## config.mk

```make
export PLATFORM = sky130hd
export DESIGN_NAME = io_stream_write_array
export DESIGN_NICKNAME = d
export VERILOG_FILES = /design/src/rtl/io_stream_write_array_pkg.sv /design/src/rtl/io_stream_write_array_fifo3.sv /design/src/rtl/io_stream_write_array.sv
export SDC_FILE = /design/constraint.sdc
export NUM_CORES = 1
export LEC_CHECK = 0
export CAP_MARGIN = 20
export CORE_UTILIZATION = 35
export DETAILED_ROUTE_END_ITERATION = 12
export RECOVER_POWER = 50
export REMOVE_ABC_BUFFERS = 1
export SYNTH_ARGS = -nofsm -noshare
export SYNTH_HDL_FRONTEND = slang
export SYNTH_SLANG_ARGS = --single-unit
```

## constraint.sdc

```tcl
create_clock -name clk -period 2.3 [get_ports clk]
set_input_delay 0.23 -clock clk [delete_from_list [all_inputs] [get_ports clk]]
set_output_delay 0.23 -clock clk [all_outputs]
set_load 0.005 [all_outputs]
```

## src/rtl/io_stream_write_array_pkg.sv

```systemverilog
// Shared types and helpers for the array-to-stream drain stage.
package io_stream_write_array_pkg;

  typedef enum logic [1:0] {
    ST_IDLE = 2'd0,
    ST_RUN  = 2'd1,
    ST_DONE = 2'd2
  } state_e;

  localparam int FIFO_DEPTH = 3;

  // A read may be issued only if its data is guaranteed a FIFO slot on return.
  function automatic logic has_credit(input logic [1:0] occupancy, input logic in_flight);
    return ({1'b0, occupancy} + {2'b00, in_flight}) < 3'(FIFO_DEPTH);
  endfunction

endpackage

```

## src/rtl/io_stream_write_array_fifo3.sv

```systemverilog
// Three-entry shift FIFO whose head is always entry 0, so the stream output is a plain register.
module stream_fifo3
  import io_stream_write_array_pkg::*;
#(
  parameter int W = 8
) (
  input  logic         clk,
  input  logic         nrst,
  input  logic         push,
  input  logic [W-1:0] push_data,
  input  logic         pop,
  output logic [W-1:0] head,
  output logic         head_valid,
  output logic [1:0]   occupancy
);

  logic [W-1:0] r_data [FIFO_DEPTH];
  logic [1:0]   r_count;

  logic [W-1:0] w_next [FIFO_DEPTH];
  logic [1:0]   w_base;
  logic [1:0]   w_count_next;
  logic         w_pop;
  logic         w_push_ok;

  // NOTE: every variable gets a default at the top of always_comb so no path leaves it unassigned (no latch).
  always_comb begin
    w_next    = r_data;
    w_base    = r_count;
    w_pop     = pop && (r_count != 2'd0);
    if (w_pop) begin
      for (int i = 0; i < FIFO_DEPTH - 1; i++) w_next[i] = r_data[i+1];
      w_next[FIFO_DEPTH-1] = '0;
      w_base = r_count - 2'd1;
    end
    w_push_ok = push && (w_base < 2'(FIFO_DEPTH));
    if (w_push_ok) w_next[w_base] = push_data;
    w_count_next = w_base + {1'b0, w_push_ok};
  end

  // NOTE: the storage is reset too, because the head register drives sOut and must read 0 out of reset.
  always_ff @(posedge clk or negedge nrst) begin
    if (!nrst) begin
      for (int i = 0; i < FIFO_DEPTH; i++) r_data[i] <= '0;
      r_count <= 2'd0;
    end else begin
      r_data  <= w_next;
      r_count <= w_count_next;
    end
  end

  assign head       = r_data[0];
  assign head_valid = (r_count != 2'd0);
  assign occupancy  = r_count;

endmodule

```

## src/rtl/io_stream_write_array.sv

```systemverilog
// Reads array elements 0..len-1 and emits them in order on a valid/ready stream, then signals completion.
module io_stream_write_array
  import io_stream_write_array_pkg::*;
#(
  parameter int INT_N  = 8,
  parameter int ADDR_N = 8
) (
  input  logic              clk,
  input  logic              nrst,
  input  logic              in_valid,
  output logic              in_ready,
  input  logic [ADDR_N:0]   len,
  output logic              out_valid,
  input  logic              out_ready,
  output logic [ADDR_N-1:0] arr_addr,
  output logic              arr_we,
  output logic [INT_N-1:0]  arr_di,
  input  logic [INT_N-1:0]  arr_do,
  output logic              arr_valid,
  input  logic              arr_ready,
  output logic [INT_N-1:0]  sOut,
  output logic              sOut_valid,
  input  logic              sOut_ready
);

  localparam logic [ADDR_N:0] CNT_ONE = {{ADDR_N{1'b0}}, 1'b1};

  state_e          r_state;
  logic [ADDR_N:0] r_len;
  logic [ADDR_N:0] r_issued;
  logic [ADDR_N:0] r_emitted;
  logic            r_in_flight;

  logic [1:0]      w_occupancy;
  logic            w_arr_fire;
  logic            w_pop;

  assign arr_valid  = (r_state == ST_RUN) && (r_issued < r_len) && has_credit(w_occupancy, r_in_flight);
  assign w_arr_fire = arr_valid && arr_ready;
  assign w_pop      = sOut_valid && sOut_ready;

  assign in_ready  = (r_state == ST_IDLE);
  assign out_valid = (r_state == ST_DONE);
  assign arr_addr  = r_issued[ADDR_N-1:0];
  assign arr_we    = 1'b0;
  assign arr_di    = '0;

  // The read response lands one cycle after acceptance; r_in_flight marks that cycle.
  stream_fifo3 #(.W(INT_N)) u_fifo (
    .clk        (clk),
    .nrst       (nrst),
    .push       (r_in_flight),
    .push_data  (arr_do),
    .pop        (w_pop),
    .head       (sOut),
    .head_valid (sOut_valid),
    .occupancy  (w_occupancy)
  );

  // NOTE: state is updated with non-blocking assignments so every register samples pre-edge values.
  always_ff @(posedge clk or negedge nrst) begin
    if (!nrst) begin
      r_state     <= ST_IDLE;
      r_len       <= '0;
      r_issued    <= '0;
      r_emitted   <= '0;
      r_in_flight <= 1'b0;
    end else begin
      r_in_flight <= w_arr_fire;
      case (r_state)
        ST_IDLE: begin
          if (in_valid) begin
            r_len     <= len;
            r_issued  <= '0;
            r_emitted <= '0;
            r_state   <= (len == '0) ? ST_DONE : ST_RUN;
          end
        end
        ST_RUN: begin
          if (w_arr_fire) r_issued <= r_issued + CNT_ONE;
          if (w_pop) begin
            r_emitted <= r_emitted + CNT_ONE;
            if ((r_emitted + CNT_ONE) == r_len) r_state <= ST_DONE;
          end
        end
        ST_DONE: begin
          if (out_ready) r_state <= ST_IDLE;
        end
        default: r_state <= ST_IDLE;
      endcase
    end
  end

endmodule

```

==> impl_metrics.env <==
export IMPL_start_util=0.3582
export IMPL_synth_area_leaders="dfrtp_1, mux2i_1, buf_4"
export IMPL_crit_cells=5
export IMPL_fmax_ghz=0.4626
export IMPL_synth_main_ff_cell="dfrtp_1"
export IMPL_critPathBufInv=1
export IMPL_synthArstFlopShare=1.000
export IMPL_synth_edff_count=0
export IMPL_worstMarginPinSlew_ns=1.397
export IMPL_syn_area_um2=3485
export IMPL_synth_top_area_frac=0.4022
export IMPL_h_tree_depth=2
export IMPL_slowest_delay_ns=0.45
export IMPL_drive_gt1_frac=0.1204
export IMPL_die_h_um=101.8
export IMPL_dr_first_iter_drc_count=75
export IMPL_drc=0
export IMPL_grt_pass1_vias=2447
export IMPL_combPwrFrac=0.525
export IMPL_grt_pass1_wl_um=11960
export IMPL_vias=2480
export IMPL_clock_sinks=56
export IMPL_cp_startpoint="r_issued[4]"
export IMPL_slew_violations=0
export IMPL_utilization=0.4203
export IMPL_rsz0062_at_grt="no"
export IMPL_cts_buffer_depth=2
export IMPL_overflow=0
export IMPL_seqPwrFrac=0.350
export IMPL_core_area_um2=9729
export IMPL_avgSynthCellArea_um2=10.10
export IMPL_gp_congestion=0.8089
export IMPL_portBuffers=42
export IMPL_maxSlewHeadroom=0.06887
export IMPL_dieArea_um2=10360
export IMPL_dieWidth_um=101.8
export IMPL_p_sw_frac=0.4145
export IMPL_area_growth_pct=17.34
export IMPL_worstPathRequired_ns=2.07
export IMPL_placed_cell_area_um2=3950
export IMPL_ir_drop_v=0.0004873
export IMPL_setup_viol_count_final=0
export IMPL_worst_ep_arrival_time_ns=1.93
export IMPL_final_area_um2=4089
export IMPL_drtAntennaViolNets=0
export IMPL_period_share=0.9399
export IMPL_yosys_register_bits=56
export IMPL_ios=52
export IMPL_grt_total_usage=0.1494
export IMPL_clock_latency_ns=0.32
export IMPL_place_detailed_hpwl_um=5207
export IMPL_clock_skew_ns=0.01274
export IMPL_slowest_stage="dfrtp_1"
export IMPL_path_cells="ha_1 > a21oi_1 > o2111ai_4 > a21oi_2 > dlygate4sd2_1"
export IMPL_cts_root_buf="clkbuf_8"
export IMPL_intPower_uw=2712
export IMPL_max_cap_violations=0
export IMPL_final_hold_viol_count=0
export IMPL_nets=418
export IMPL_vias_per_cell=4.816
export IMPL_synth_cell_types=46
export IMPL_r2r_cells=8
export IMPL_min_path_type="in2reg"
export IMPL_cp_end_kind="output pin"
export IMPL_clockPowerShare=0.125
export IMPL_post_route_min_period_ns=2.162
export IMPL_totalWireLength_um=7238
export IMPL_syn_inst=345
export IMPL_leakagePower_uw=0.001927
export IMPL_antenna_found_initial=0
export IMPL_path_max_fanout=5
export IMPL_outcome="finished clean"
export IMPL_dr_pass1_iters=4
export IMPL_post_drt_wl_per_cell_um=14.05
export IMPL_ys_seq_area_frac=0.4022
export IMPL_critPathLaunchType="register"
export IMPL_path_clk_slew_ns=0.12
export IMPL_ff_latch_area_um2=1401
export IMPL_cts_tree="done"
export IMPL_grt_max_degree=57
export IMPL_rows=36
export IMPL_crit_type="reg2out"
export IMPL_fillCellCount=978
export IMPL_yosys_area_top_type="dfrtp_1"
export IMPL_r2r_start="u_fifo.occupancy[0]"
export IMPL_switching_power_uw=1921
export IMPL_r2r_setup_slack_ns=0.26
export IMPL_cts_buffers=5
export IMPL_yosys_warnings=0
export IMPL_power_density_nw_per_um2=1133
export IMPL_reg2reg_to="r_emitted[7]"
export IMPL_multi_input_area_um2=1807
export IMPL_num_antenna_cells=0
export IMPL_crit_end="arr_valid"
export IMPL_critPathTopFamily="compound AO/OA/AOI/OAI gates"
routing by layer:
| layer | up-vias | part of all wire | track usage |
|---|---|---|---|
| li1 | 1245 | - | - |
| met1 | 1183 | 0.50 | 0.2101 |
| met2 | 45 | 0.45 | 0.2360 |
| met3 | 7 | 0.040 | 0.02761 |
| met4 | 0 | 0.011 | 0.03902 |
| met5 | - | 0 | 0 |
synthesized netlist by cell type, types with 2 or more instances:
cell and number:
nor3b_1 2, a22o_1 2, nand3_1 17, dfrtp_1 56, nor2b_1 4, or3_1 2, a21o_1 4, nand2b_1 9
nor2_1 9, mux2i_1 44, a2111oi_4 2, nand2_1 29, clkbuf_1 3, and3_1 4, buf_2 9, a211oi_1 6
o21bai_1 2, buf_4 26, ha_1 14, xor2_1 4, o21ai_0 19, xnor2_1 9, inv_1 21, nand4_1 4
nor3_1 6, o31ai_1 6, mux2_2 9, a21oi_1 5
placed cells by master (no fill, tap or decap), drive strengths merged, types with 5 or more instances in the layout:
cell	synthesis	final
clkdlybuf4s50	0	33
dlygate4sd3	0	8
mux2i	44	44
inv	21	23
conb	1	9
a21oi	5	5
buf	35	16
nand2b	9	9
xnor2	9	9
nand3	17	17
dfrtp	56	56
ha	14	14
a211oi	7	7
mux2	9	9
clkbuf	3	6
o21ai	21	21
nand2	29	29
nor2	10	10
o31ai	6	6
nor3	7	7
logic make-up after synthesis:
family / after synthesis / share of synthesized area
AO/OA/AOI/OAI: 58 / 0.1332
XOR/XNOR: 13 / 0.03268
adder cells (fa/ha/maj): 14 / 0.05027
buffers and inverters: 59 / 0.09479
flip-flops: 56 / 0.4022
multiplexers: 53 / 0.1555
other: 1 / 0.001076
AND/OR/NAND/NOR: 91 / 0.1303
how the worst min path moves through the flow:
stage / cells after the start / end / start / slack, ns
6_report: 3 / u_fifo.r_data[15] / arr_do[7] / 0.49
4_1_cts: 3 / u_fifo.r_data[1] / nrst / 0.43
2_1_floorplan: 0 / r_emitted[0] / nrst / -0.07
3_3_place_gp: 2 / u_fifo.head[1] / nrst / 0.26
5_1_grt: 3 / u_fifo.r_data[9] / arr_do[1] / 0.51
3_5_place_dp: 2 / u_fifo.r_data[1] / nrst / 0.26
power groups by stage:
stage	Combinational (uW)	Clock, uW	Sequential [uW]
floorplan	1580	0	1580
global placement	2320	0	1650
detailed placement	2370	0	1670
CTS	2450	610	1630
global route	2690	641	1670
finish	2430	579	1620
metrics by stage:
| stage | instances | setup WS [ns] | setup TNS [ns] | hold WS, ns | total power, uW |
|---|---|---|---|---|---|
| 2_1_floorplan | 315 | -1.091 | -27.31 | -0.06559 | 3165 |
| 5_1_grt | 515 | 0.04458 | 0 | 0.5073 | 5006 |
| 6_report | 515 | 0.1383 | 0 | 0.4918 | 4633 |
| 3_3_place_gp | 502 | 0.05616 | 0 | 0.2604 | 3976 |
| 4_1_cts | 515 | 0.05364 | 0 | 0.4289 | 4683 |
| 3_5_place_dp | 502 | 0.01502 | 0 | 0.2565 | 4039 |
timing repair:
item,CTS,global route
endpoints found under the setup margin,1,18
hold endpoints to repair,56,0
cloned,0,0
resized for setup,3,2
setup buffers,4,0
hold buffers,1,0
worst min-delay path, cell delays in order:
cell and delay [ns]:
clkdlybuf4s50_1 0.39, inv_1 0.08, mux2i_1 0.07
layout make-up:
type,count,share of cell area
inverter,21,0.01928
clock buffer,5,0.01683
tap,133,0.04070
timing repair buffer,59,0.1325
sequential,56,0.3427
clock inverter,3,0.006120
multi-input combinational,238,0.4419
sequential cells by signal, indices dropped and copies added, names as in the netlist:
name              flops
u_fifo.r_data        16
r_emitted             9
r_issued              9
r_len                 9
u_fifo.head           8
r_state               2
u_fifo.occupancy      2
r_in_flight           1
Power figures use the tool's default switching activity.
